[src/rtl/instr_fetch_unit_if.sv]
// Instruction-memory request/response bus: one word request at a time,
// accepted by gnt, answered later by rvalid/rdata.
interface imem_if #(
  parameter int XLEN = 32
);
  logic            req;
  logic [XLEN-1:0] addr;
  logic            gnt;
  logic            rvalid;
  logic [31:0]     rdata;

  modport master (
    output req,
    output addr,
    input  gnt,
    input  rvalid,
    input  rdata
  );

  modport slave (
    input  req,
    input  addr,
    output gnt,
    output rvalid,
    output rdata
  );
endinterface

[src/rtl/instr_fetch_unit.sv]
// Fetch stage: owns the fetch address, keeps one imem request in flight and
// queues returned words in a small FIFO whose head is the IF/ID register.
//
// state  | meaning
// -------+---------------------------------------------------------------
// IDLE   | just out of reset, no request yet
// REQ    | request to fetch address offered while the FIFO has room
// WAIT   | granted request outstanding, waiting for rvalid (maybe discarded)
module instr_fetch_unit #(
  parameter int              XLEN      = 32,
  parameter logic [XLEN-1:0] RESET_PC  = '0,
  parameter int              BUF_DEPTH = 2,
  parameter logic [31:0]     NOP_INSTR = 32'h0000_0013
) (
  input  logic            clk,
  input  logic            reset_n,
  input  logic            redirect_valid,
  input  logic [XLEN-1:0] redirect_pc,
  input  logic            stall_d,
  imem_if.master          imem,
  output logic            ifid_valid,
  output logic [31:0]     ifid_instr,
  output logic [XLEN-1:0] ifid_pc,
  output logic [XLEN-1:0] ifid_pcplus4
);

  localparam int PTR_W = (BUF_DEPTH > 1) ? $clog2(BUF_DEPTH) : 1;
  localparam int CNT_W = PTR_W + 1;

  typedef enum logic [1:0] {
    S_IDLE = 2'd0,
    S_REQ  = 2'd1,
    S_WAIT = 2'd2
  } state_t;

  state_t          r_state;
  state_t          w_state_nxt;
  logic            r_discard;
  logic            w_discard_nxt;

  // Fetch address is kept as a word index so the low bits can never be set.
  logic [XLEN-3:0] r_fetch_word;
  logic [XLEN-1:0] r_req_pc;

  logic [31:0]     r_buf_instr [BUF_DEPTH];
  logic [XLEN-1:0] r_buf_pc    [BUF_DEPTH];
  logic [PTR_W-1:0] r_wptr;
  logic [PTR_W-1:0] r_rptr;
  logic [CNT_W-1:0] r_count;

  logic            w_req;
  logic            w_grant;
  logic            w_resp;
  logic            w_push;
  logic            w_pop;
  logic            w_head_valid;
  logic            w_has_room;
  logic [XLEN-1:0] w_fetch_addr;
  logic            w_unused;

  assign w_fetch_addr = {r_fetch_word, 2'b00};
  assign w_has_room   = (r_count < CNT_W'(BUF_DEPTH));
  assign w_head_valid = (r_count != '0);
  assign w_grant      = w_req && imem.gnt;
  assign w_resp       = (r_state == S_WAIT) && imem.rvalid;
  assign w_push       = w_resp && !r_discard && !redirect_valid;
  assign w_pop        = w_head_valid && !stall_d && !redirect_valid;
  assign w_unused     = ^redirect_pc[1:0];

  always_ff @(posedge clk or negedge reset_n) begin
    if (!reset_n) begin
      r_state   <= S_IDLE;
      r_discard <= 1'b0;
    end else begin
      r_state   <= w_state_nxt;
      r_discard <= w_discard_nxt;
    end
  end

  // A redirect that lands while a request is (or just became) outstanding
  // must swallow that response before fetching from the new target.
  always_comb begin
    w_state_nxt   = r_state;
    w_discard_nxt = r_discard;
    case (r_state)
      S_IDLE: begin
        w_state_nxt   = S_REQ;
        w_discard_nxt = 1'b0;
      end
      S_REQ: begin
        if (w_grant) begin
          w_state_nxt   = S_WAIT;
          w_discard_nxt = redirect_valid;
        end else begin
          w_discard_nxt = 1'b0;
        end
      end
      S_WAIT: begin
        if (imem.rvalid) begin
          w_state_nxt   = S_REQ;
          w_discard_nxt = 1'b0;
        end else if (redirect_valid) begin
          w_discard_nxt = 1'b1;
        end
      end
      default: begin
        w_state_nxt   = S_IDLE;
        w_discard_nxt = 1'b0;
      end
    endcase
  end

  always_comb begin
    w_req = 1'b0;
    if (r_state == S_REQ && w_has_room) begin
      w_req = 1'b1;
    end
  end

  assign imem.req  = w_req;
  assign imem.addr = w_fetch_addr;

  always_ff @(posedge clk or negedge reset_n) begin
    if (!reset_n) begin
      r_fetch_word <= RESET_PC[XLEN-1:2];
      r_req_pc     <= '0;
    end else begin
      if (redirect_valid) begin
        r_fetch_word <= redirect_pc[XLEN-1:2];
      end else if (w_grant) begin
        r_fetch_word <= r_fetch_word + (XLEN-2)'(1);
      end
      if (w_grant) begin
        r_req_pc <= w_fetch_addr;
      end
    end
  end

  always_ff @(posedge clk or negedge reset_n) begin
    if (!reset_n) begin
      r_wptr  <= '0;
      r_rptr  <= '0;
      r_count <= '0;
    end else if (redirect_valid) begin
      r_wptr  <= '0;
      r_rptr  <= '0;
      r_count <= '0;
    end else begin
      if (w_push) begin
        r_wptr <= r_wptr + PTR_W'(1);
      end
      if (w_pop) begin
        r_rptr <= r_rptr + PTR_W'(1);
      end
      case ({w_push, w_pop})
        2'b10:   r_count <= r_count + CNT_W'(1);
        2'b01:   r_count <= r_count - CNT_W'(1);
        default: r_count <= r_count;
      endcase
    end
  end

  // Storage needs no reset: entries are only visible through r_count.
  always_ff @(posedge clk) begin
    if (w_push) begin
      r_buf_instr[r_wptr] <= imem.rdata;
      r_buf_pc[r_wptr]    <= r_req_pc;
    end
  end

  always_comb begin
    ifid_valid   = w_head_valid;
    ifid_instr   = NOP_INSTR;
    ifid_pc      = '0;
    ifid_pcplus4 = '0;
    if (w_head_valid) begin
      ifid_instr   = r_buf_instr[r_rptr];
      ifid_pc      = r_buf_pc[r_rptr];
      ifid_pcplus4 = r_buf_pc[r_rptr] + XLEN'(4);
    end
  end

endmodule

[src/flat_wrapper.sv]
// flat-port wrapper written by rule: the top's interface ports become plain ports
module instr_fetch_unit_flat 
#(
  parameter int              XLEN      = 32,
  parameter logic [XLEN-1:0] RESET_PC  = '0,
  parameter int              BUF_DEPTH = 2,
  parameter logic [31:0]     NOP_INSTR = 32'h0000_0013
)
  (clk, reset_n, redirect_valid, redirect_pc, stall_d, ifid_valid, ifid_instr, ifid_pc, ifid_pcplus4, imem_req, imem_addr, imem_gnt, imem_rvalid, imem_rdata);
  imem_if #(.XLEN(XLEN)) imem_i ();
  input  logic clk;
  input  logic reset_n;
  input  logic redirect_valid;
  input  logic [XLEN-1:0] redirect_pc;
  input  logic stall_d;
  output logic ifid_valid;
  output logic [31:0] ifid_instr;
  output logic [XLEN-1:0] ifid_pc;
  output logic [XLEN-1:0] ifid_pcplus4;
  output wire logic [$bits(imem_i.req)-1:0] imem_req;
  output wire logic [$bits(imem_i.addr)-1:0] imem_addr;
  input wire logic [$bits(imem_i.gnt)-1:0] imem_gnt;
  input wire logic [$bits(imem_i.rvalid)-1:0] imem_rvalid;
  input wire logic [$bits(imem_i.rdata)-1:0] imem_rdata;
  assign imem_req = imem_i.req;
  assign imem_addr = imem_i.addr;
  assign imem_i.gnt = imem_gnt;
  assign imem_i.rvalid = imem_rvalid;
  assign imem_i.rdata = imem_rdata;
  instr_fetch_unit #(.XLEN(XLEN), .RESET_PC(RESET_PC), .BUF_DEPTH(BUF_DEPTH), .NOP_INSTR(NOP_INSTR)) u_core (.clk(clk), .reset_n(reset_n), .redirect_valid(redirect_valid), .redirect_pc(redirect_pc), .stall_d(stall_d), .imem(imem_i), .ifid_valid(ifid_valid), .ifid_instr(ifid_instr), .ifid_pc(ifid_pc), .ifid_pcplus4(ifid_pcplus4));
endmodule
[config.mk]
export PLATFORM = sky130hd
export DESIGN_NAME = instr_fetch_unit_flat
export DESIGN_NICKNAME = d
export VERILOG_FILES = /design/src/rtl/instr_fetch_unit_if.sv /design/src/rtl/instr_fetch_unit.sv /design/src/flat_wrapper.sv
export SDC_FILE = /design/constraint.sdc
export NUM_CORES = 1
export LEC_CHECK = 0
export ABC_AREA = 0
export CAP_MARGIN = 20
export CORE_ASPECT_RATIO = 1.2
export CORE_MARGIN = 3
export CORE_UTILIZATION = 40
export CTS_CLUSTER_DIAMETER = 200
export DETAILED_ROUTE_END_ITERATION = 12
export GPL_TIMING_DRIVEN = 1
export PLACE_DENSITY = 0.65
export SETUP_SLACK_MARGIN = 0.4
export SYNTH_ARGS = -nofsm -noshare
export SYNTH_HDL_FRONTEND = slang
export SYNTH_SLANG_ARGS = --single-unit
export TNS_END_PERCENT = 50
[constraint.sdc]
create_clock -name clk -period 10.9 [get_ports clk]
set_input_delay 1.09 -clock clk [delete_from_list [all_inputs] [get_ports clk]]
set_output_delay 1.09 -clock clk [all_outputs]
set_load 0.02 [all_outputs]
==> results.json <==
{
  "status": "complete, no violations",
  "dp.final_hpwl_mm": 13.9,
  "synth_fa_ha_area_share_pct": 0.985,
  "clk_latency_ns": 0.42,
  "synth_top_area_share_pct": 41.9,
  "synth_area_leader_cell": "edfxtp_1",
  "drc_errors": 0,
  "endpoint_kind": "output pin",
  "utilization_pct": 53.4,
  "num_rows": 59,
  "viasPerCell": 5.11,
  "start_util_pct": 40.8,
  "cts.sinks": 191,
  "p_leak_nw": 4.03,
  "worstSetupPathType": "reg2out",
  "portBuffers": 191,
  "synth-compound-area-share_pct": 5.79,
  "final_cell_mix": "189 x clkdlybuf4s50_1, 124 x edfxtp_1, 77 x nor2_1",
  "yosysWarnings": 0,
  "drive_gt1_share_pct": 9.47,
  "synth_xor_area_share_pct": 4.43,
  "grt_pass1_vias": 5939,
  "maxCapViolCount": 0,
  "skew_ns": 0.00956,
  "globalRouteTotalUtil_pct": 16.6,
  "syn_area_um2": 8890,
  "cts_setup_buffers": 0,
  "dr_wl_met3_um": 988,
  "drt-met1-wl_mm": 8.93,
  "clockRootBuffer": "clkbuf_16",
  "required_ns": 9.81,
  "slew_headroom_pct": 34.6,
  "setup_viol": 0,
  "cts_tree": "yes",
  "path_cells": "buf_4, nand4_1, a222oi_1, nand4b_1, nor3b_1, mux2_2, clkdlybuf4s50_1",
  "period_needed_ns": 6.22,
  "overflow": 0,
  "max_freq_mhz": 161,
  "grt_first_pass_wirelength_mm": 31.5,
  "cts.clk_slew.worst_paths_ns": 0.07,
  "final_nets": 983,
  "wire_per_inst_um": 16.7,
  "yosys.area_share.simple_pct": 14.0,
  "synth_top_family_by_area": "simple AND/OR/NAND/NOR gates",
  "synth_ff_type": "edfxtp_1",
  "worstPathArrival_ns": 5.13,
  "min_from": "u_core.r_req_pc[30]",
  "syn-mean-instance-area_um2": 12.3,
  "rsz0062_at_grt": "false",
  "synthArstFlopShare_pct": 35.1,
  "muxShareOfSynthArea_pct": 11.4,
  "clockBufferDepth": 2,
  "finalWirelength_mm": 20.0,
  "top_layer": "met4",
  "peakVddDrop_mv": 0.106,
  "core-area_um2": 21800,
  "ctsResizeCount": 0,
  "cts_hold_buffers": 0,
  "setup_ws_ns": 4.68,
  "area_growth_pct": 30.7,
  "max_slew.worst_pin.slew_ns": 0.978,
  "cp_slowest_cell": "buf_4",
  "slew_violations": 0,
  "fin_setup_tns_ns": 0,
  "hold_path.class": "reg2reg",
  "p_per_area_nw_per_um2": 176,
  "dp_slack_ns": 5.07,
  "vias": 6100,
  "antenna_cells": 0,
  "grt_start_max_net_pins": 79,
  "ioPinCount": 200,
  "finalPower_mw": 2.04,
  "cts_buffers": 17,
  "ys_types": 50,
  "r2r_start": "u_core.r_state[1]",
  "synth-seq-cells": 191,
  "dr.pass1.iters": 4,
  "fin_crit_sh_pct": 57.1,
  "ant_nets": 0,
  "critPathLaunch": "u_core.r_rptr",
  "final_common_cell": "clkdlybuf4s50_1",
  "dieArea_um2": 24100,
  "ys_seq_area_share_pct": 60.8,
  "die_y_um": 169,
  "synth_edf_count": 124,
  "hold_viol_final": 0,
  "finalWeightedCongestion": 0.784,
  "drt_iter0_markers": 334,
  "htree_levels": 4,
  "start_kind": "flip-flop",
  "dr_wl_met2_mm": 9.69,
  "antenna_found_initial": 0,
  "max_stage_delay_ns": 0.81,
  "crit_fanout": 78,
  "synth.area.top_cells": "edfxtp_1 42%, dfrtp_1 19%, mux2i_1 6.3%, mux2_2 4.9%, nor2_1 3.3%",
  "dieWidth_um": 142,
  "fillers": 1901,
  "synth_cells": 724
}
## where the power goes
part	leakage [nW]	total, mW	switching (mW)	internal [mW]
sequential	1.95	0.988	0.0854	0.903
clock	0.285	0.614	0.261	0.353
combinational	1.79	0.439	0.222	0.217
total	4.03	2.04	0.568	1.47
## cell type report
cell class                 count  area (µm²)  area share (%)
inverter                      10        37.5           0.323
clock inverter                11         130            1.12
tap                          274         343            2.95
sequential                   191        5400            46.5
multi-input combinational    488        3290            28.3
timing repair buffer         198        1950            16.8
clock buffer                  21         460            3.96
## per-stage QoR
stage / instance area, µm² / hold WS [ns] / std cells
after floorplan: 8910 / 0.437 / 729
after global placement: 11000 / 0.446 / 1161
after detailed placement: 11000 / 0.452 / 1161
after CTS: 11600 / 0.467 / 1193
after global routing: 11600 / 0.480 / 1193
final: 11600 / 0.466 / 1193
## cells in the mapped netlist, types with 4 or more instances
library cell / number
a21oi_1: 12
a22oi_1: 5
a32o_1: 4
and2_1: 12
and3_1: 7
buf_2: 9
buf_4: 9
clkbuf_1: 20
dfrtp_1: 67
edfxtp_1: 124
ha_1: 7
inv_1: 10
mux2_2: 39
mux2i_1: 56
nand2_1: 62
nand3_1: 26
nand3b_1: 6
nand4_1: 23
nand4b_1: 8
nor2_1: 78
nor2b_1: 8
nor3_1: 7
nor3b_1: 4
o21ai_0: 17
o21ai_1: 25
o31ai_1: 7
xnor2_1: 17
xor2_1: 28
## cells by family after synthesis
logic type | count (synthesis)
other | 1
DFF | 191
adders and majority gates | 7
AOI/OAI and AO/OA | 83
xor gates and xnor gates | 45
and+or+nand+nor | 251
buffers and inverters | 50
muxes | 96
## critical path: cells and delay by family (launching register included)
| family | cells | cell delay, ns |
|---|---|---|
| buffers and inverters | 2 | 1.35 |
| DFF | 1 | 0.76 |
| muxes | 1 | 0.36 |
| and+or+nand+nor | 3 | 1.39 |
| AOI/OAI and AO/OA | 1 | 0.80 |
## final timing paths
kind                                                 to  slack (ns)  cells past startpoint
min in group asynchronous        u_core.r_fetch_word[1]        0.85                      2
worst min register to register   u_core.r_buf_pc[0][28]        0.47                      0
worst max-delay path                   ifid_pcplus4[25]        4.68                      7
worst max register to register  u_core.r_fetch_word[20]        8.32                      7
max in group asynchronous                 u_core.r_rptr        9.43                      2
worst min-delay path             u_core.r_buf_pc[0][28]        0.47                      0
## state kept, by name (all words and copies together) (netlist names), 2 cells and up
| name | count |
|---|---|
| u_core.r_buf_instr | 64 |
| u_core.r_fetch_word | 30 |
| u_core.r_count | 2 |
| u_core.r_state | 2 |
| u_core.r_buf_pc | 60 |
| u_core.r_req_pc | 30 |
## per-layer routing
metal / track usage (%) / vias to the layer above
li1: - / 3003
met1: 22.0 / 2906
met2: 27.4 / 168
met3: 3.61 / 23
met4: 4.80 / 0
met5: 0 / -
Note: power is estimated with default switching activity, not from simulation.
